### src/rtl/alu_cc_writeback.sv
// ALU writeback: result FIFO, SPARC icc register and Bicc evaluation.
// Optional macro ALU_CC_WRITEBACK_FORWARD_EN: branch sees next_icc.
//
// Ports:
//   clk, reset_n         clock, sync active-low reset
//   in_valid/in_ready    ALU result handshake
//   in_y, in_flags       result word and {N,Z,V,C}
//   in_opcode, in_rd     producing opcode, destination reg
//   in_setcc             cc-variant instruction
//   out_valid/out_ready  regfile writeback handshake
//   out_y, out_rd        FIFO head
//   icc                  condition codes {N,Z,V,C}
//   br_cond, br_taken    Bicc cond field and result

module alu_cc_writeback #(
  parameter int          DEPTH      = 2,
  parameter logic [15:0] CC_OP_MASK = 16'h00FF
) (
  input  logic        clk,
  input  logic        reset_n,
  input  logic        in_valid,
  output logic        in_ready,
  input  logic [31:0] in_y,
  input  logic [3:0]  in_flags,
  input  logic [3:0]  in_opcode,
  input  logic [4:0]  in_rd,
  input  logic        in_setcc,
  output logic        out_valid,
  input  logic        out_ready,
  output logic [31:0] out_y,
  output logic [4:0]  out_rd,
  output logic [3:0]  icc,
  input  logic [3:0]  br_cond,
  output logic        br_taken
);

  localparam int AW = (DEPTH > 1) ? $clog2(DEPTH) : 1;
  localparam int CW = AW + 1;

  typedef struct packed {
    logic [31:0] y;
    logic [4:0]  rd;
  } ent_t;

  ent_t          mem [DEPTH];
  ent_t          head;
  logic [AW-1:0] wr_ptr;
  logic [AW-1:0] rd_ptr;
  logic [CW-1:0] count;

  logic          accept;
  logic          push;
  logic          pop;
  logic          cc_upd;
  logic [3:0]    next_icc;
  logic [3:0]    br_src;

  // Handshake. Ready ignores out_ready: no pass-through when full.
  assign in_ready  = (count < CW'(DEPTH));
  assign out_valid = (count != '0);

  assign accept = in_valid && in_ready;
  assign pop    = out_valid && out_ready;

  // %g0 is hardwired: handshake completes, nothing is queued.
  assign push   = accept && (in_rd != 5'd0);

  // icc update is independent of FIFO occupancy and of rd.
  assign cc_upd   = accept && in_setcc && CC_OP_MASK[in_opcode];
  assign next_icc = cc_upd ? in_flags : icc;

  // Head is gated so the outputs read zero while empty.
  assign head   = mem[rd_ptr];
  assign out_y  = out_valid ? head.y  : 32'd0;
  assign out_rd = out_valid ? head.rd : 5'd0;

  always_ff @(posedge clk) begin
    if (!reset_n) begin
      wr_ptr <= '0;
      rd_ptr <= '0;
      count  <= '0;
      icc    <= 4'b0000;
    end else begin
      if (push)
        wr_ptr <= wr_ptr + AW'(1);
      if (pop)
        rd_ptr <= rd_ptr + AW'(1);
      case ({push, pop})
        2'b10:   count <= count + CW'(1);
        2'b01:   count <= count - CW'(1);
        default: count <= count;
      endcase
      icc <= next_icc;
    end
  end

  // Storage needs no reset: it is only visible through out_valid.
  always_ff @(posedge clk) begin
    if (push)
      mem[wr_ptr] <= '{y: in_y, rd: in_rd};
  end

`ifdef ALU_CC_WRITEBACK_FORWARD_EN
  assign br_src = next_icc;
`else
  assign br_src = icc;
`endif

  // Bicc: cond[2:0] selects the test, cond[3] inverts it.
  // cond 000 is "never", so its inverse 1000 is "always".
  always_comb begin
    logic n, z, v, c, base;
    n    = br_src[3];
    z    = br_src[2];
    v    = br_src[1];
    c    = br_src[0];
    base = 1'b0;
    unique case (br_cond[2:0])
      3'd0: base = 1'b0;
      3'd1: base = z;
      3'd2: base = z | (n ^ v);
      3'd3: base = n ^ v;
      3'd4: base = c | z;
      3'd5: base = c;
      3'd6: base = n;
      3'd7: base = v;
    endcase
    br_taken = base ^ br_cond[3];
  end

endmodule

### config.mk
export PLATFORM = sky130hd
export DESIGN_NAME = alu_cc_writeback
export DESIGN_NICKNAME = d
export VERILOG_FILES = /design/src/rtl/alu_cc_writeback.sv
export SDC_FILE = /design/constraint.sdc
export NUM_CORES = 1
export LEC_CHECK = 0
export CORE_ASPECT_RATIO = 1.25
export CORE_MARGIN = 5
export CORE_UTILIZATION = 37
export DETAILED_ROUTE_END_ITERATION = 8
export GPL_TIMING_DRIVEN = 0
export HOLD_SLACK_MARGIN = 0.1
export PLACE_DENSITY = 0.65
export SYNTH_ARGS = -nofsm -noshare
export SYNTH_HDL_FRONTEND = slang
export SYNTH_SLANG_ARGS = --single-unit
### constraint.sdc
create_clock -name clk -period 3.4 [get_ports clk]
set_input_delay 0.68 -clock clk [delete_from_list [all_inputs] [get_ports clk]]
set_output_delay 0.68 -clock clk [all_outputs]
set_load 0.1 [all_outputs]
# --- After elaboration in Yosys (flattened, before gate mapping) ---
# Memories as Yosys holds them, arrays and structs flattened. A register that Yosys moved wholly into a read port is not among the register bits.
# Cells that the tools add are included.
totals:
  register_bits: 8
  ramBits: 74
  mem_bits_ro: 16
  memories: 2
mem_list:
  columns: ["memory", "depth", "width", "read_ports", "rd_clocked_by_memory_dff", "wr", "line_no", "source"]
  rows:
  - ["mem", 2, 37, 1, 1, 1, "45", "ent_t mem [DEPTH];"]
  - ["(no name shown)", 16, 1, 1, 0, 0, "69", "assign cc_upd = accept && in_setcc && CC_OP_MASK[in_opcode];"]
op_classes:
  addsub: 4
  n_lt_le_gt_ge: 2
  eq_ne: 9
  n_mux: 9
  n_bitwise: 4
  reduce_logical: 9
ops:
  columns: ["operator", "count"]
  rows:
  - ["32-bit two-way mux", 1]
  - ["3-bit == test (second input constant)", 4]
  - ["1-bit one-hot mux with 8 select lines", 1]
  - ["3-bit by 2-bit == test with 1-bit output (second input constant)", 2]
  - ["1-bit logical AND", 5]
  - ["4-bit by 5-bit less-than comparator with 1-bit output (second input constant)", 1]
  - ["1-bit two-way mux", 5]
  - ["5-bit two-way mux", 1]
  - ["5-bit nonzero test", 1]
  - ["2-bit one-hot mux with 2 select lines", 1]
  - ["2-bit nonzero test", 2]
  - ["3-bit by 1-bit == test with 1-bit output (second input constant)", 1]
  - ["3-bit zero test", 1]
  - ["1-bit adder (second input constant)", 2]
  - ["2-bit by 1-bit adder with 2-bit output (second input constant)", 1]
  - ["2-bit by 1-bit == test with 1-bit output (second input constant)", 1]
  - ["2-bit == test (second input constant)", 1]
  - ["2-bit less-than comparator (second input constant)", 1]
  - ["1-bit OR", 2]
  - ["2-bit by 1-bit subtractor with 2-bit output (second input constant)", 1]
  - ["1-bit XOR", 2]

# --- Logic depth before layout (Yosys ltp) ---
# Gate-level depths: netlist of run 1.
depth:
  ltp_word: 5
  mapped_depth: 7
  mapped_depth_nobuf: 7

# --- Least setup slack after synthesis of run 1 ---
# Ideal clock, no wire load.
synth_timing:
  path_kind: "flip-flop to output port"
  from: "reg icc[2]"
  to: "out br_taken"
  arrival_time_ns: 3.075
  t_required_ns: 2.720
  path_slack_ns: -0.355
  path_stages_with_launch: 6
  n_path_buf: 0
  path_cell_list: "dfxtp_1 -> nor2b_1 -> a21oi_1 -> o22ai_1 -> a211oi_1 -> xnor2_1"
synth_between:
  elab_chain_cells: 3
  word_cells_on_any_way: 4
  cone_classes: "mux: 1; bitwise: 3"
synth_lines:
  columns: ["item", "line_no", "source"]
  rows:
  - ["start: declaration", "32", "output logic [3:0] icc,"]
  - ["start signal: assignment", "93", "icc <= next_icc;"]
  - ["1-bit OR, on equally long branches", "123, 121", null]
  - ["1-bit one-hot mux with 8 select lines (*)", "118", "unique case (br_cond[2:0])"]
  - ["1-bit XOR (*)", "128", "br_taken = base ^ br_cond[3];"]
  - ["end: declaration", "34", "output logic br_taken"]
# Mark *: on every way between the ends. The rest lies on a longest branch, timed or not.

# --- Worst setup path in the final report of run 1 ---
layout_timing:
  from: "in br_cond[0]"
  to: "out br_taken"
layout_between:
  elab_chain_cells: 3
  word_cells_on_any_way: 10
  cone_classes: "eq/ne: 7; mux: 1; bitwise: 1; reduce/logical: 1"
layout_lines:
  columns: ["item", "line_no", "source"]
  rows:
  - ["start: declaration", "33", "input logic [3:0] br_cond,"]
  - ["3-bit == test (tied with other cells)", "118", null]
  - ["1-bit one-hot mux with 8 select lines (*)", "118", null]
  - ["1-bit XOR (*)", "128", null]
# Marks and branches as above.

==> flow_metrics.tcl, run 1 <==
set metrics [dict create \
    whs_ns 0.549 \
    fin_crit_ns 3.26 \
    drt_iter0_drc 71 \
    ys_types 26 \
    worstMarginPinSlew_ns 1.00 \
    postSynthCellCount 212 \
    clk_pin_slew_ns 0.08 \
    hpwl_um 4500 \
    netlist_area_mm2 0.00325 \
    clock_sinks 83 \
    max_slew_margin 0.332 \
    grt_antenna_before_repair 0 \
    cp_max_fo 4 \
    synth_async_sr_flop_share 0 \
    wl_um 6450 \
    numCtsBuffers 9 \
    yosysMostFrequentCell "edfxtp_1" \
    hold_path.class "reg2reg" \
    drv_cap 0 \
    yosys-top-cells-count "edfxtp_1, nor2_1, mux2i_1" \
    io_pins 98 \
    worst-setup-path-type "in2out" \
    core-area_mm2 0.00865 \
    grt_pass1_wl_um 10100 \
    yosys_warnings 0 \
    path_buf_inv 2 \
    hold_viol_final 0 \
    critPathCaptureType "primary output" \
    dieHeight_um 115 \
    dieArea_mm2 0.0108 \
    grt_remaining_overflow 0 \
    fin_tns_setup_ns 0 \
    n_antenna_cell 0 \
    startpoint_type "input pin" \
    fin_skew_ns 0.00843 \
    syn_avg_cell_area_um2 15.3 \
    post_route_cells_drive_above_1_share 0.0895 \
    synthTopCellsByArea "edfxtp_1, mux2i_1, dfxtp_1" \
    post_drt_wl_per_cell_um 14.5 \
    area_growth_pct 40.8 \
    synth_ff_type "edfxtp_1" \
    grt_max_degree 21 \
    critPathSlowestCell "clkdlybuf4s15_2" \
    synth_largest_area_cell "edfxtp_1" \
    yosysSeqAreaShare 0.738 \
    cts_setup_buffers 0 \
    fillCellCount 768 \
    port_buffers 94 \
    cts_tree "built" \
    timing.final.crit_share 0.958 \
    arrival_ns 2.58 \
    fmax_mhz 307 \
    clock_latency_ns 0.35 \
    final_cells 444 \
    synth_top_area_share 0.683 \
    dr.pass1.iters 4 \
    slew_viol_final 0 \
    rows 38 \
    place_inst 428 \
    gp_congestion 0.676 \
    setup_viol 0 \
    grt_pass1_vias 2158 \
    die_w_um 93.9 \
    final_nets 374 \
    status "completed" \
    crit_family "buffers and inverters" \
    ys_seq_elements 83 \
    ant_nets 0 \
    vias_per_cell 4.55 \
    max_stage_delay_ns 0.57 \
    synth_edf_count 74 \
    num_vias 2019 \
    cp_cell_sequence "clkdlybuf4s50_1 -> nor2b_1 -> o311a_1 -> a211oi_1 -> xnor2_2 -> clkdlybuf4s15_2" \
    initial_core_util 0.376 \
    rsz0062_at_grt "false" \
    root_buffer "clkbuf_8" \
    grtUsageTotal 0.126 \
    post-route-drc-count 0 \
    clk_path_buf_depth 2 \
    cp.required_ns 2.72 \
    h-tree-depth 3 \
    synth_nets 267 \
]
==> per-layer routing <==
metal	vias to the layer above	global-route usage	wire length (um)
li1	985	-	-
met4	0	0.0472	116
met2	75	0.208	3220
met3	9	0.0674	538
met1	950	0.136	2580
met5	-	0	0
==> stage by stage <==
stage / setup WS (ns) / utilization / instance area (um^2)
2_1_floorplan: 0.274 / - / 3260
6_report: 0.144 / 0.529 / 4580
3_5_place_dp: -0.444 / 0.511 / 4420
5_1_grt: 0.00789 / 0.529 / 4580
3_3_place_gp: -1.10 / 0.503 / 4350
4_1_cts: 0.00177 / 0.528 / 4570
==> sequential cells by signal, summed over array words and instances, names as in the netlist, named ones only <==
| register | count |
|---|---|
| count | 2 |
| icc | 4 |
| mem | 74 |
| rd_ptr | 1 |
| wr_ptr | 1 |
==> timing repair <==
action	in CTS	in global routing
pin swaps	0	0
gates resized for setup	30	5
setup endpoints to repair	28	5
hold endpoints to repair	0	0
hold buffers	0	0
==> worst min-delay path, delay by kind of cell (launching register included) <==
family	cells	cell delay, ns
flip-flops	1	0.35
AO/OA/AOI/OAI	2	0.15
==> worst paths after layout <==
path / to / from / slack (ns) / cells after the start
setup / recovery: br_taken / br_cond[0] / 0.14 / 6
hold / removal: count[1] / count[1] / 0.55 / 2
setup reg to reg: mem[0][7] / count[1] / 1.58 / 4
hold reg to reg: count[1] / count[1] / 0.55 / 2
==> cells by family (layout without fill, tap and decap cells) <==
group | Yosys count | in the layout | synth area share
flip-flops | 83 | 83 | 0.738
AO/OA/AOI/OAI | 12 | 12 | 0.0262
XOR/XNOR | 4 | 4 | 0.0108
adder cells (fa/ha/maj) | 1 | 1 | 0.00385
multiplexers | 39 | 39 | 0.120
buffers and inverters | 14 | 126 | 0.0185
AND/OR/NAND/NOR | 59 | 59 | 0.0823
==> area by class of cell <==
type / count / area [um^2] / share of cell area
sequential: 83 / 2400 / 0.524
timing repair buffer: 96 / 971 / 0.212
multi-input combinational: 115 / 811 / 0.177
tap: 120 / 150 / 0.0328
clock buffer: 11 / 131 / 0.0287
clock inverter: 5 / 53.8 / 0.0117
buffer: 9 / 42.5 / 0.00929
inverter: 5 / 18.8 / 0.00410
==> layout by cell type (no fill, tap or decap), types with 3 or more instances in the layout <==
master / instances
clkdlybuf4s50_1: 63
buf_2: 6
and2_1: 5
edfxtp_1: 74
clkbuf_1: 4
a21oi_1: 4
dlygate4sd2_1: 27
nor2b_1: 6
nor2_1: 41
dfxtp_1: 9
clkinv_2: 3
dlymetal6s2s_1: 3
clkbuf_8: 9
inv_1: 5
mux2i_1: 39
Power of run 1 is not shown: default switching activity piles up to over one toggle a cycle in this logic, so the estimate is an artifact.
==> run 2, diff against run 1 <==
==> constraint.sdc (replaced) <==
create_clock -name clk -period 3.6 [get_ports clk]
set_input_delay 0.72 -clock clk [delete_from_list [all_inputs] [get_ports clk]]
set_output_delay 0.72 -clock clk [all_outputs]
set_load 0.1 [all_outputs]
==> run 2 against run 1 <==
Die area unchanged. Critical path depth decreased by 1. Critical endpoint is now out_y[23]. Sequential share of layout area is 0.51 points lower. Critical path type is now reg2out. Via count up 0.20%. Core utilization rose by 0.52 points.
==> flow_metrics.tcl, run 2 (synthesis gave the netlist of run 1 again) <==
set metrics [dict create \
    grtUsageTotal 0.126 \
    startpoint_type "register" \
    clock_latency_ns 0.35 \
    area_growth_pct 42.2 \
    post-route-drc-count 0 \
    fin_crit_ns 3.40 \
    fin_skew_ns 0.00841 \
    postPlaceCellArea_mm2 0.00442 \
    cp_cell_sequence "buf_2 -> buf_2 -> mux2i_1 -> nor2_1 -> clkdlybuf4s50_1" \
    post_route_cells_drive_above_1_share 0.0864 \
    crit_cells 5 \
    rsz0062_at_grt "false" \
    vias_per_cell 4.56 \
    setup_viol 0 \
    wl_um 6470 \
    worst_slack_ns 0.201 \
    root_buffer "clkbuf_8" \
    grt_max_degree 21 \
    holdPathStages 2 \
    clk_pin_slew_ns 0.08 \
    h-tree-depth 3 \
    hold_path.class "reg2reg" \
    final_nets 374 \
    multi_input_area_um2 811 \
    ant_nets 0 \
    cts_setup_buffers 0 \
    clk_path_buf_depth 2 \
    worst-r2r-cell-count 4 \
    core-area_mm2 0.00865 \
    cp.required_ns 2.88 \
    die_w_um 93.9 \
    arrival_ns 2.68 \
    port_buffers 94 \
    drv_cap 0 \
    regArea_mm2 0.00240 \
    status "completed" \
    place_inst 428 \
    final_cells 444 \
    n_antenna_cell 0 \
    gp_congestion 0.676 \
    largest_reg_flops 74 \
    critPathSlowestCell "clkdlybuf4s50_1" \
    grt_pass1_vias 2158 \
    drt_iter0_drc 65 \
    max_slew_margin 0.331 \
    worstMarginPinSlew_ns 1.00 \
    io_pins 98 \
    timing.final.crit_share 0.944 \
    initial_core_util 0.376 \
    post_drt_wl_per_cell_um 14.6 \
    dr.pass1.iters 4 \
    cp_max_fo 10 \
    critPathCaptureType "primary output" \
    fmax_mhz 294 \
    slew_viol_final 0 \
    final_cell_mix "edfxtp_1, clkdlybuf4s50_1, nor2_1" \
    clock_sinks 83 \
    final_common_cell "edfxtp_1" \
    fillCellCount 774 \
    dieArea_mm2 0.0108 \
    grt_antenna_before_repair 0 \
    hpwl_um 4500 \
    path_buf_inv 3 \
    hold_viol_final 0 \
    rows 38 \
    numCtsBuffers 9 \
    cts_tree "built" \
    cpMostUsedCell "buf_2" \
    dieHeight_um 115 \
    crit_family "buffers and inverters" \
    num_vias 2023 \
    final_cell_area_mm2 0.00463 \
    post-place-ws_ns -0.324 \
    holdBufCountCts 0 \
    top_regs "mem: 74 flops, icc: 4 flops, count: 2 flops" \
    top_register "mem" \
    grt_pass1_wl_um 10100 \
    worst-setup-path-type "reg2out" \
    max_stage_delay_ns 1.15 \
    grt_remaining_overflow 0 \
]
[run 2: cell types whose count changed in the layout (fill, tap and decap cells not counted)]
cell	previous run	this run
dlygate4sd2_1	27	12
dlymetal6s2s_1	3	14
clkdlybuf4s50_1	63	67
clkbuf_2	1	0
clkbuf_1	4	5
[run 2: area by class of cell]
type / count / area share
Multi-Input combinational cell: 115 / 0.175
Tap cell: 120 / 0.0325
Sequential cell: 83 / 0.519
Timing Repair Buffer: 96 / 0.220
Inverter: 5 / 0.00406
Clock buffer: 11 / 0.0284
Buffer: 9 / 0.00893
Clock inverter: 5 / 0.0116
[run 2: worst paths after layout]
kind,end,from,slack [ns]
setup / recovery,out_y[23],register,0.20
setup reg to reg,mem[0][7],count[1],1.78
hold / removal,count[1],count[1],0.55
hold reg to reg,count[1],count[1],0.55
[run 2: repair_timing]
action | 4_1_cts | 5_1_grt
endpoints found under the setup margin | 13 | 14
gates resized for setup | 15 | 14
pin swaps | 0 | 0
cloned | 0 | 0
[run 2: worst reg2reg max path, stage by stage (launching register included)]
cell and delay (ns):
dfxtp_1 0.35, nor2b_1 0.26, o21ai_4 0.14, nor2_4 0.51
buf_16 0.25
[run 2: stage by stage]
step,hold slack [ns],setup TNS (ns),util
global route,0.600,0,0.535
CTS,0.562,0,0.531
finish,0.549,0,0.535
detailed placement,0.547,-0.324,0.511
global placement,0.524,-35.15,0.503
floorplan,0.490,0,-
[run 2: routing by layer]
| layer | GRT usage | up-vias | share of wire |
|---|---|---|---|
| met3 | 0.0674 | 10 | 0.085 |
| met5 | 0 | - | 0 |
| met2 | 0.208 | 77 | 0.50 |
| met4 | 0.0472 | 0 | 0.018 |
| li1 | - | 984 | - |
| met1 | 0.136 | 952 | 0.40 |
Power of run 2 is left out for the same reason.
==> run 3, diff against run 2 <==
--- a/config.mk
+++ b/config.mk
@@ -7,11 +7,12 @@
 export LEC_CHECK = 0
 export CORE_ASPECT_RATIO = 1.25
 export CORE_MARGIN = 5
-export CORE_UTILIZATION = 37
+export CORE_UTILIZATION = 47
 export DETAILED_ROUTE_END_ITERATION = 8
 export GPL_TIMING_DRIVEN = 0
 export HOLD_SLACK_MARGIN = 0.1
-export PLACE_DENSITY = 0.65
+export PLACE_DENSITY = 0.8
 export SYNTH_ARGS = -nofsm -noshare
 export SYNTH_HDL_FRONTEND = slang
 export SYNTH_SLANG_ARGS = --single-unit
+export TNS_END_PERCENT = 1
==> run 3 against run 2 <==
Setup slack lost 0.0036 ns. Global-route usage grew 2.3 points. Routed wire length shrank 0.80%. Cell area shrank 0.19%. Register-to-register slack gained 0.03 ns. Clock-buffer cell count shrank 1. Critical path depth grew 1. Largest cell class unchanged. Worst hold slack lost 0.0061 ns. First-iteration DRC count shrank 20%. Fmax shrank 0.11%. Non-clock buffer count is the same.
==> flow_metrics.tcl, run 3 (synthesis gave the netlist of run 1 again) <==
set metrics [dict create \
    setup_viol 0 \
    fmax_mhz 294 \
    hpwl_um 4590 \
    post-place-ws_ns -0.398 \
    met3_usage 0.0592 \
    slew_viol_final 0 \
    met1_usage 0.156 \
    worst_slack_ns 0.197 \
    dieArea_mm2 0.00870 \
    clk_path_buf_depth 2 \
    grt_remaining_overflow 0 \
    timing.final.crit_share 0.945 \
    top_register "mem" \
    rows 34 \
    final_common_cell "edfxtp_1" \
    numCtsBuffers 9 \
    worstMarginPinSlew_ns 1.01 \
    wl_um 6420 \
    final_cell_mix "edfxtp_1, clkdlybuf4s50_1, nor2_1" \
    fillCellCount 504 \
    whs_ns 0.543 \
    multi_input_area_um2 811 \
    top_usage_layer "met2" \
    core-area_mm2 0.00685 \
    drv_cap 0 \
    grt_antenna_before_repair 0 \
    postPlaceCellArea_mm2 0.00438 \
    cts_tree "built" \
    drt_iter0_drc 52 \
    post_drt_wl_per_cell_um 15.5 \
    critPathCaptureType "primary output" \
    final_cell_area_mm2 0.00462 \
    grt_max_degree 21 \
    dieHeight_um 103 \
    post-route-drc-count 0 \
    area_growth_pct 41.9 \
    gp_congestion 0.767 \
    clk_pin_slew_ns 0.07 \
    grtUsageTotal 0.149 \
    h-tree-depth 3 \
    grt_pass1_vias 2103 \
    startpoint_type "input pin" \
    rsz0062_at_grt "false" \
    num_vias 1996 \
    worst-setup-path-type "in2out" \
    post_route_cells_drive_above_1_share 0.0802 \
    die_w_um 84.4 \
    place_inst 398 \
    hold_viol_final 0 \
    fin_skew_ns 0.00627 \
    io_pins 98 \
    arrival_ns 2.68 \
    largest_reg_flops 74 \
    clock_latency_ns 0.34 \
    final_cells 414 \
    ant_nets 0 \
    fin_crit_ns 3.40 \
    top_regs "mem: 74 flops, icc: 4 flops, count: 2 flops" \
    cp_max_fo 4 \
    clock_sinks 83 \
    dr.pass1.iters 3 \
    vias_per_cell 4.82 \
    regArea_mm2 0.00240 \
    n_antenna_cell 0 \
    use_met2 0.272 \
    root_buffer "clkbuf_8" \
    status "completed" \
    final_nets 374 \
    port_buffers 94 \
    initial_core_util 0.475 \
    cp.required_ns 2.88 \
    hold_path.class "reg2reg" \
    max_slew_margin 0.322 \
    grt_pass1_wl_um 9910 \
]
## run 3: changes by cell type in the layout (fill, tap and decap cells not counted)
| cell | before | now |
|---|---|---|
| dlygate4sd2_1 | 12 | 0 |
| clkinvlp_4 | 0 | 2 |
| clkinv_1 | 0 | 3 |
| clkinv_2 | 3 | 0 |
| clkinv_4 | 1 | 0 |
| clkbuf_1 | 5 | 4 |
| clkdlybuf4s50_1 | 67 | 73 |
| dlymetal6s2s_1 | 14 | 20 |
## run 3: per-layer routing
| metal | routed length (um) | up-vias |
|---|---|---|
| met2 | 3400 | 69 |
| met5 | 0 | - |
| li1 | - | 984 |
| met1 | 2440 | 932 |
| met4 | 79 | 0 |
| met3 | 498 | 11 |
## run 3: timing repair
item	4_1_cts	5_1_grt
setup endpoints to repair	1	20
resized for setup	3	20
hold buffers	0	0
buffers inserted	0	0
## run 3: cell type report
type	count	share of cell area
timing repair buffer	96	0.227
sequential	83	0.520
inverter	5	0.00407
clock buffer	10	0.0276
tap	90	0.0244
clock inverter	6	0.0122
buffer	9	0.00894
multi-input combinational	115	0.176
## run 3: through the flow
step / util / TNS [ns]
after floorplan: - / 0
after global placement: 0.630 / -26.54
after detailed placement: 0.640 / -0.398
after CTS: 0.667 / 0
after global routing: 0.674 / 0
final: 0.674 / 0
## run 3: path summary, 6_finish.rpt
path                            startpoint         end  cells after the start  slack, ns
worst max register to register    count[1]  mem[0][15]                      4       1.81
worst min-delay path              count[1]    count[1]                      2       0.54
worst max-delay path            br_cond[0]    br_taken                      6       0.20
worst min register to register    count[1]    count[1]                      2       0.54
## run 3: critical path, stage by stage
cell             delay [ns]
clkdlybuf4s50_1        0.52
nor2b_1                0.08
o311a_1                0.29
a211oi_1               0.34
xnor2_2                0.15
clkdlybuf4s15_2        0.57
Power of run 3 is left out for the same reason.
